$ cat config.mk
export PLATFORM = sky130hd
export DESIGN_NAME = comm_master
export DESIGN_NICKNAME = d
export VERILOG_FILES = /design/src/rtl/comm_master_pkg.sv /design/src/rtl/comm_uart_tx_core.sv /design/src/rtl/comm_master.sv
export SDC_FILE = /design/constraint.sdc
export NUM_CORES = 1
export LEC_CHECK = 0
export ABC_CLOCK_PERIOD_IN_PS = 1720
export CORE_UTILIZATION = 45
export DETAILED_ROUTE_END_ITERATION = 8
export PLACE_DENSITY = 0.73
export SYNTH_ARGS = -nofsm -noshare
export SYNTH_HDL_FRONTEND = slang
export SYNTH_SLANG_ARGS = --single-unit
$ cat constraint.sdc
create_clock -name clk -period 1.72 [get_ports clk]
set_input_delay 0.172 -clock clk [delete_from_list [all_inputs] [get_ports clk]]
set_output_delay 0.172 -clock clk [all_outputs]
set_load 0.005 [all_outputs]
$ cat src/rtl/comm_master_pkg.sv
// comm_master_pkg: shared constants for the host-side UART command master.
//   - Send-FSM state encodings (IDLE, TX_HIGH, TX_LOW, DONE)
//   - Receiver state encodings
//   - UART 8N1 frame length and a helper that builds a frame from a byte
package comm_master_pkg;

  // Send FSM states
  localparam logic [1:0] SND_IDLE    = 2'd0;
  localparam logic [1:0] SND_TX_HIGH = 2'd1;
  localparam logic [1:0] SND_TX_LOW  = 2'd2;
  localparam logic [1:0] SND_DONE    = 2'd3;

  // Receiver states
  localparam logic [1:0] RX_IDLE  = 2'd0;
  localparam logic [1:0] RX_START = 2'd1;
  localparam logic [1:0] RX_DATA  = 2'd2;
  localparam logic [1:0] RX_STOP  = 2'd3;

  // 1 start + 8 data + 1 stop
  localparam int         FRAME_BITS = 10;
  localparam logic [3:0] FRAME_LAST = 4'(FRAME_BITS - 1);

  // Frame as it leaves the wire, index 0 first: start(0), data LSB first, stop(1)
  function automatic logic [FRAME_BITS-1:0] frame_of(input logic [7:0] data);
    return {1'b1, data, 1'b0};
  endfunction

endpackage

$ cat src/rtl/comm_uart_tx_core.sv
// comm_uart_tx_core: serializes one byte as an 8N1 UART frame.
// Ports:
//   clk, rst   - clock, synchronous active-high reset
//   data[7:0]  - byte to send, sampled when start is accepted
//   start      - accepted when idle, or in the last cycle of the current
//                frame (back-to-back frames with no idle gap)
//   tx         - registered serial line, idle high
//   byte_done  - high during the final cycle of the stop bit
module comm_uart_tx_core
  import comm_master_pkg::*;
#(
  parameter int BAUD_DIV = 108
) (
  input  logic       clk,
  input  logic       rst,
  input  logic [7:0] data,
  input  logic       start,
  output logic       tx,
  output logic       byte_done
);

  localparam int              CNT_W     = $clog2(BAUD_DIV);
  localparam logic [CNT_W-1:0] BAUD_LAST = CNT_W'(BAUD_DIV - 1);

  logic                  busy;
  logic [FRAME_BITS-1:0] shift;
  logic [3:0]            bit_cnt;
  logic [CNT_W-1:0]      baud_cnt;

  assign byte_done = busy && (baud_cnt == BAUD_LAST) && (bit_cnt == FRAME_LAST);

  // NOTE: every register here is written with <= so all state updates see the
  // pre-edge values; mixing in = would make results depend on statement order.
  always_ff @(posedge clk) begin
    if (rst) begin
      busy     <= 1'b0;
      tx       <= 1'b1;
      shift    <= '1;
      bit_cnt  <= '0;
      baud_cnt <= '0;
    end else if (start && (!busy || byte_done)) begin
      shift    <= frame_of(data);
      tx       <= 1'b0;            // start bit goes out immediately
      bit_cnt  <= '0;
      baud_cnt <= '0;
      busy     <= 1'b1;
    end else if (busy) begin
      if (baud_cnt == BAUD_LAST) begin
        baud_cnt <= '0;
        if (bit_cnt == FRAME_LAST) begin
          busy <= 1'b0;
          tx   <= 1'b1;
        end else begin
          bit_cnt <= bit_cnt + 4'd1;
          shift   <= {1'b1, shift[FRAME_BITS-1:1]};
          tx      <= shift[1];
        end
      end else begin
        baud_cnt <= baud_cnt + 1'b1;
      end
    end
  end

endmodule

$ cat src/rtl/comm_master.sv
// comm_master: host-side UART command master (host model for the analyzer core).
// Sends a 16-bit command as two back-to-back 8N1 bytes (high byte first) and
// independently receives 8N1 response bytes.
// Ports:
//   clk, rst    - system clock, synchronous active-high reset
//   RX          - serial input from the core (asynchronous, idle high)
//   TX          - serial output to the core (idle high)
//   cmd[15:0]   - command word, captured when snd_cmd is accepted
//   snd_cmd     - single-cycle send request (ignored while a send is active)
//   cmd_cmplt   - high once both bytes have gone out; held until next send
//   resp[7:0]   - last received byte
//   resp_cmplt  - new unacknowledged byte in resp
//   clr_rdy     - clears resp_cmplt
//   frm_err     - (only with COMM_MASTER_FRAME_ERR_EN) stop bit sampled low
// Build option: define COMM_MASTER_FRAME_ERR_EN to add frame-error reporting.
module comm_master
  import comm_master_pkg::*;
#(
  parameter int BAUD_DIV = 108
) (
  input  logic        clk,
  input  logic        rst,
  input  logic        RX,
  output logic        TX,
  input  logic [15:0] cmd,
  input  logic        snd_cmd,
  output logic        cmd_cmplt,
  output logic [7:0]  resp,
  output logic        resp_cmplt,
  input  logic        clr_rdy
`ifdef COMM_MASTER_FRAME_ERR_EN
  ,
  output logic        frm_err
`endif
);

  localparam int               CNT_W     = $clog2(BAUD_DIV);
  localparam logic [CNT_W-1:0] BAUD_LAST = CNT_W'(BAUD_DIV - 1);
  localparam logic [CNT_W-1:0] HALF_LAST = CNT_W'(BAUD_DIV / 2 - 1);

  // ---------------- Send path ----------------
  logic [1:0] snd_state;
  logic [7:0] cmd_lo;
  logic       cmd_accept;
  logic       tx_start;
  logic [7:0] tx_data;
  logic       tx_done;

  assign cmd_accept = (snd_state == SND_IDLE) && snd_cmd;

  // NOTE: defaults first so every path assigns every output; otherwise the
  // tool would infer latches for the cases that leave them untouched.
  always_comb begin
    tx_start = 1'b0;
    tx_data  = cmd[15:8];
    case (snd_state)
      SND_IDLE:    tx_start = snd_cmd;
      SND_TX_HIGH: begin
        tx_start = tx_done;         // chain low byte into the stop-bit end
        tx_data  = cmd_lo;
      end
      default:     tx_start = 1'b0;
    endcase
  end

  comm_uart_tx_core #(.BAUD_DIV(BAUD_DIV)) u_tx_core (
    .clk       (clk),
    .rst       (rst),
    .data      (tx_data),
    .start     (tx_start),
    .tx        (TX),
    .byte_done (tx_done)
  );

  always_ff @(posedge clk) begin
    if (rst) begin
      snd_state <= SND_IDLE;
      cmd_lo    <= '0;
      cmd_cmplt <= 1'b0;
    end else begin
      case (snd_state)
        SND_IDLE: if (snd_cmd) begin
          cmd_lo    <= cmd[7:0];
          cmd_cmplt <= 1'b0;
          snd_state <= SND_TX_HIGH;
        end
        SND_TX_HIGH: if (tx_done) snd_state <= SND_TX_LOW;
        SND_TX_LOW:  if (tx_done) snd_state <= SND_DONE;
        SND_DONE: begin
          cmd_cmplt <= 1'b1;
          snd_state <= SND_IDLE;
        end
        default: snd_state <= SND_IDLE;
      endcase
    end
  end

  // ---------------- Receive path ----------------
  logic             rx_meta, rx_sync, rx_prev;
  logic [1:0]       rx_state;
  logic [CNT_W-1:0] rx_cnt;
  logic [2:0]       rx_bit;
  logic [7:0]       rx_shift;
  logic             rx_set;

  // Stop-bit sample point: byte is complete
  assign rx_set = (rx_state == RX_STOP) && (rx_cnt == BAUD_LAST);

  always_ff @(posedge clk) begin
    if (rst) begin
      rx_meta  <= 1'b1;
      rx_sync  <= 1'b1;
      rx_prev  <= 1'b1;
      rx_state <= RX_IDLE;
      rx_cnt   <= '0;
      rx_bit   <= '0;
      rx_shift <= '0;
      resp     <= '0;
    end else begin
      rx_meta <= RX;
      rx_sync <= rx_meta;
      rx_prev <= rx_sync;
      case (rx_state)
        RX_IDLE: if (rx_prev && !rx_sync) begin
          rx_state <= RX_START;
          rx_cnt   <= '0;
        end
        RX_START: begin
          if (rx_cnt == HALF_LAST) begin
            rx_cnt   <= '0;
            rx_bit   <= '0;
            // High at mid start bit means a glitch, not a frame
            rx_state <= rx_sync ? RX_IDLE : RX_DATA;
          end else begin
            rx_cnt <= rx_cnt + 1'b1;
          end
        end
        RX_DATA: begin
          if (rx_cnt == BAUD_LAST) begin
            rx_cnt   <= '0;
            rx_shift <= {rx_sync, rx_shift[7:1]};
            rx_bit   <= rx_bit + 3'd1;
            if (rx_bit == 3'd7) rx_state <= RX_STOP;
          end else begin
            rx_cnt <= rx_cnt + 1'b1;
          end
        end
        RX_STOP: begin
          if (rx_set) begin
            rx_cnt   <= '0;
            resp     <= rx_shift;
            rx_state <= RX_IDLE;   // re-arm at mid stop bit
          end else begin
            rx_cnt <= rx_cnt + 1'b1;
          end
        end
        default: rx_state <= RX_IDLE;
      endcase
    end
  end

  // Set has priority over clear
  always_ff @(posedge clk) begin
    if (rst)                         resp_cmplt <= 1'b0;
    else if (rx_set)                 resp_cmplt <= 1'b1;
    else if (clr_rdy || cmd_accept)  resp_cmplt <= 1'b0;
  end

`ifdef COMM_MASTER_FRAME_ERR_EN
  always_ff @(posedge clk) begin
    if (rst)                         frm_err <= 1'b0;
    else if (rx_set && !rx_sync)     frm_err <= 1'b1;
    else if (clr_rdy || cmd_accept)  frm_err <= 1'b0;
  end
`endif

endmodule

==> flow_metrics.tcl <==
set metrics [dict create \
    wl_per_cell_um 13.8 \
    grtUsageTotal_pct 19.5 \
    n_antenna_cell 0 \
    async_reset_ff_share_pct 0 \
    p_comb_share_pct 22.9 \
    power.switching_fraction_pct 29.8 \
    post_cts_resized 0 \
    yosysWarnings 0 \
    rrSetupSlack_ns 0.07 \
    grt_max_degree 26 \
    place_area_um2 3370 \
    fin_skew_ns 0.00625 \
    die_height_um 82.2 \
    timing.rr.start "rx_cnt[1]" \
    nNetsFinal 399 \
    cp-start-kind "flop" \
    ioPinCount 32 \
    max-clock-path-buffers 2 \
    timing.hold.worst.start "cmd[2]" \
    rsz0062_at_grt "true" \
    cap_violations 0 \
    hold_buffers 0 \
    fmax_mhz 608 \
    hpwl_um 4330 \
    cts_setup_buffers 0 \
    core_um2 6060 \
    initial_core_util_pct 47.8 \
    finalSetupViolCount 0 \
    irDropWorstVdd_v 0.000618 \
    routed_via_density 5.44 \
    num_rows 28 \
    power_mw 3.85 \
    postSynthAreaPerCell_um2 8.99 \
    wirelength_um 6170 \
    fp.dieW_um 82.2 \
    slew_viol_final 0 \
    ys_seq_area_share_pct 44.3 \
    powerDensity_nw_per_um2 1060 \
    synth_edf_count 0 \
    hold_class "input port to flop" \
    holdPathEnd "cmd_lo[2]" \
    drive_gt1_share_pct 14.0 \
    first_global_vias 2311 \
    syn_area_um2 2900 \
    clk_pin_slew_ns 0.07 \
    hold_viol_final 0 \
    postSynthCellCount 322 \
    p_sw_mw 1.15 \
    htree_num_levels 3 \
    drcViolationCount 0 \
    critical_path_peak_fanout 4 \
    required_ns 2.00 \
    cts_made_buffers 9 \
    crit_arrival_ns 1.92 \
    clock_power_share_pct 32.2 \
    dr.pass1.iters 4 \
    drt_iter0_drc 135 \
    cts_tree "built" \
    place_congestion 0.816 \
    io_buffers 31 \
    ys_types 50 \
    drtAntennaViolNets 0 \
    grt_pass1_wl_um 9910 \
    syn_to_final_growth_pct 25.2 \
    fin_area_um2 3620 \
    cts-root-buf "clkbuf_8" \
    seqPwrFrac_pct 44.9 \
    period_needed_ns 1.65 \
    p_leak_nw 1.53 \
    slew_headroom_pct 61.9 \
    reg2reg_depth 6 \
    holdPathStages 3 \
    crit_type "flop to flop" \
    vias 2427 \
    die_area_um2 6760 \
    p_int_mw 2.70 \
    ys.flop_type "dfxtp_1" \
    clkLatencyLatePin_ns 0.34 \
    grt_overflow_total 0 \
    tightestPinTransition_ns 0.569 \
    syn_nets 355 \
    cp-end-kind "flop" \
    clkSinkCount 64 \
    outcome "finished, final reports clean" \
    synth_seq_cells 64 \
    fin_crit_sh_pct 95.7 \
    antenna_found_initial 0 \
]
## critical path: stages, from the launching register on
cell,delay [ns]
dfxtp_1,0.34
inv_1,0.07
ha_1,0.16
nor4bb_4,0.34
nand3_1,0.17
or3_1,0.37
a21oi_1,0.14
## metal layers
| layer | up-vias | global-route usage [%] | routed length [um] |
|---|---|---|---|
| met3 | 11 | 6.59 | 196 |
| met4 | 0 | 6.32 | 112 |
| met1 | 1154 | 21.5 | 2740 |
| met5 | - | 0 | 0 |
| met2 | 30 | 34.8 | 3130 |
| li1 | 1232 | - | - |
## synth_stat cells (all sizes together) (5+ instances only)
master	count	share of area (%)
nor3	5	0.86
mux2i	30	10
o21ai	13	2.2
nor2	31	4.0
inv	10	1.3
nand2	40	5.2
dfxtp	64	44
buf	7	1.1
clkbuf	7	0.91
xor2	5	1.5
ha	12	5.2
a21oi	26	4.8
or3	5	1.1
a22oi	7	1.8
nand3	8	1.6
## area by class of cell
type,count,area (um^2)
flip-flops and latches,64,1280
clock buffers,10,128
multi-input cells,234,1570
repair buffers,47,447
inverters,10,37.5
fillers,528,2440
clock inverters,6,60.1
well taps,75,93.8
## placed cells by master, fill, tap and decap left out, types with 2 or more instances in the layout
master	count
nand3_1	7
a21oi_1	22
dfxtp_1	61
a21oi_2	3
xnor2_1	2
a31oi_2	2
buf_4	14
xor2_1	5
mux2i_1	30
clkinvlp_4	2
a22oi_1	7
o22ai_1	2
ha_1	11
clkbuf_8	9
nor2_1	31
nand2_1	40
nand4_1	4
inv_1	10
nand3b_1	2
nor2b_1	4
a211oi_1	2
dfxtp_2	3
o221ai_1	3
and2_1	3
nor3_1	5
o21ai_0	11
and4bb_2	2
clkinv_2	3
or2_2	2
or3_1	5
clkdlybuf4s50_1	31
nand2b_1	2
## power groups by stage
stage	Clock, mW	Combinational, mW	Sequential (mW)
after CTS	1.27	0.835	1.72
after detailed placement	0	0.829	1.75
final	1.24	0.881	1.73
after floorplan	0	0.595	1.72
after global routing	1.34	0.991	1.74
after global placement	0	0.811	1.75
## how the worst max path moves through the flow
| stage | start | depth (start not counted) | to | slack (ns) |
|---|---|---|---|---|
| 5_1_grt | rx_cnt[1] | 6 | flop | -0.04 |
| 6_report | rx_cnt[1] | 6 | flop | 0.07 |
| 3_3_place_gp | snd_state[0] | 6 | u_tx_core.bit_cnt[1] | 0.07 |
| 4_1_cts | rx_cnt[0] | 5 | rx_state[0] | 0.007 |
| 2_1_floorplan | snd_state[0] | 7 | u_tx_core.shift[5] | 0.03 |
| 3_5_place_dp | snd_state[0] | 6 | u_tx_core.bit_cnt[1] | 0.04 |
## logic make-up (layout without fill, tap and decap cells)
logic type | count (synthesis) | count (layout) | share of synthesized area [%]
flip-flops | 64 | 64 | 44.3
buffers and inverters | 24 | 73 | 3.33
adder cells (fa/ha/maj) | 12 | 12 | 5.19
XOR/XNOR | 7 | 7 | 2.12
AND/OR/NAND/NOR | 118 | 118 | 20.0
multiplexers | 31 | 31 | 10.8
AO/OA/AOI/OAI | 66 | 66 | 14.3
## per-stage QoR
step           setup TNS, ns  setup WS [ns]  cells  hold slack [ns]  utilization (%)
5_1_grt               -0.102        -0.0375    446            0.382             59.8
2_1_floorplan              0         0.0250    322            0.276                -
3_5_place_dp               0         0.0420    430            0.400             55.7
4_1_cts                    0        0.00710    446            0.369             58.8
3_3_place_gp               0         0.0729    430            0.392             55.7
6_report                   0         0.0740    446            0.381             59.8
## sequential cells by signal, indices dropped and copies added, names as in the netlist, named ones only
name,count
u_tx_core.tx,1
u_tx_core.baud_cnt,7
rx_meta,1
resp_cmplt,1
rx_prev,1
rx_shift,8
cmd_cmplt,1
rx_state,1
rx_bit,3
snd_state,2
rx_sync,1
cmd_lo,8
rx_cnt,7
u_tx_core.bit_cnt,4
u_tx_core.busy,1
u_tx_core.shift,8
resp,8
No activity file was read; power rests on OpenSTA's default activity.
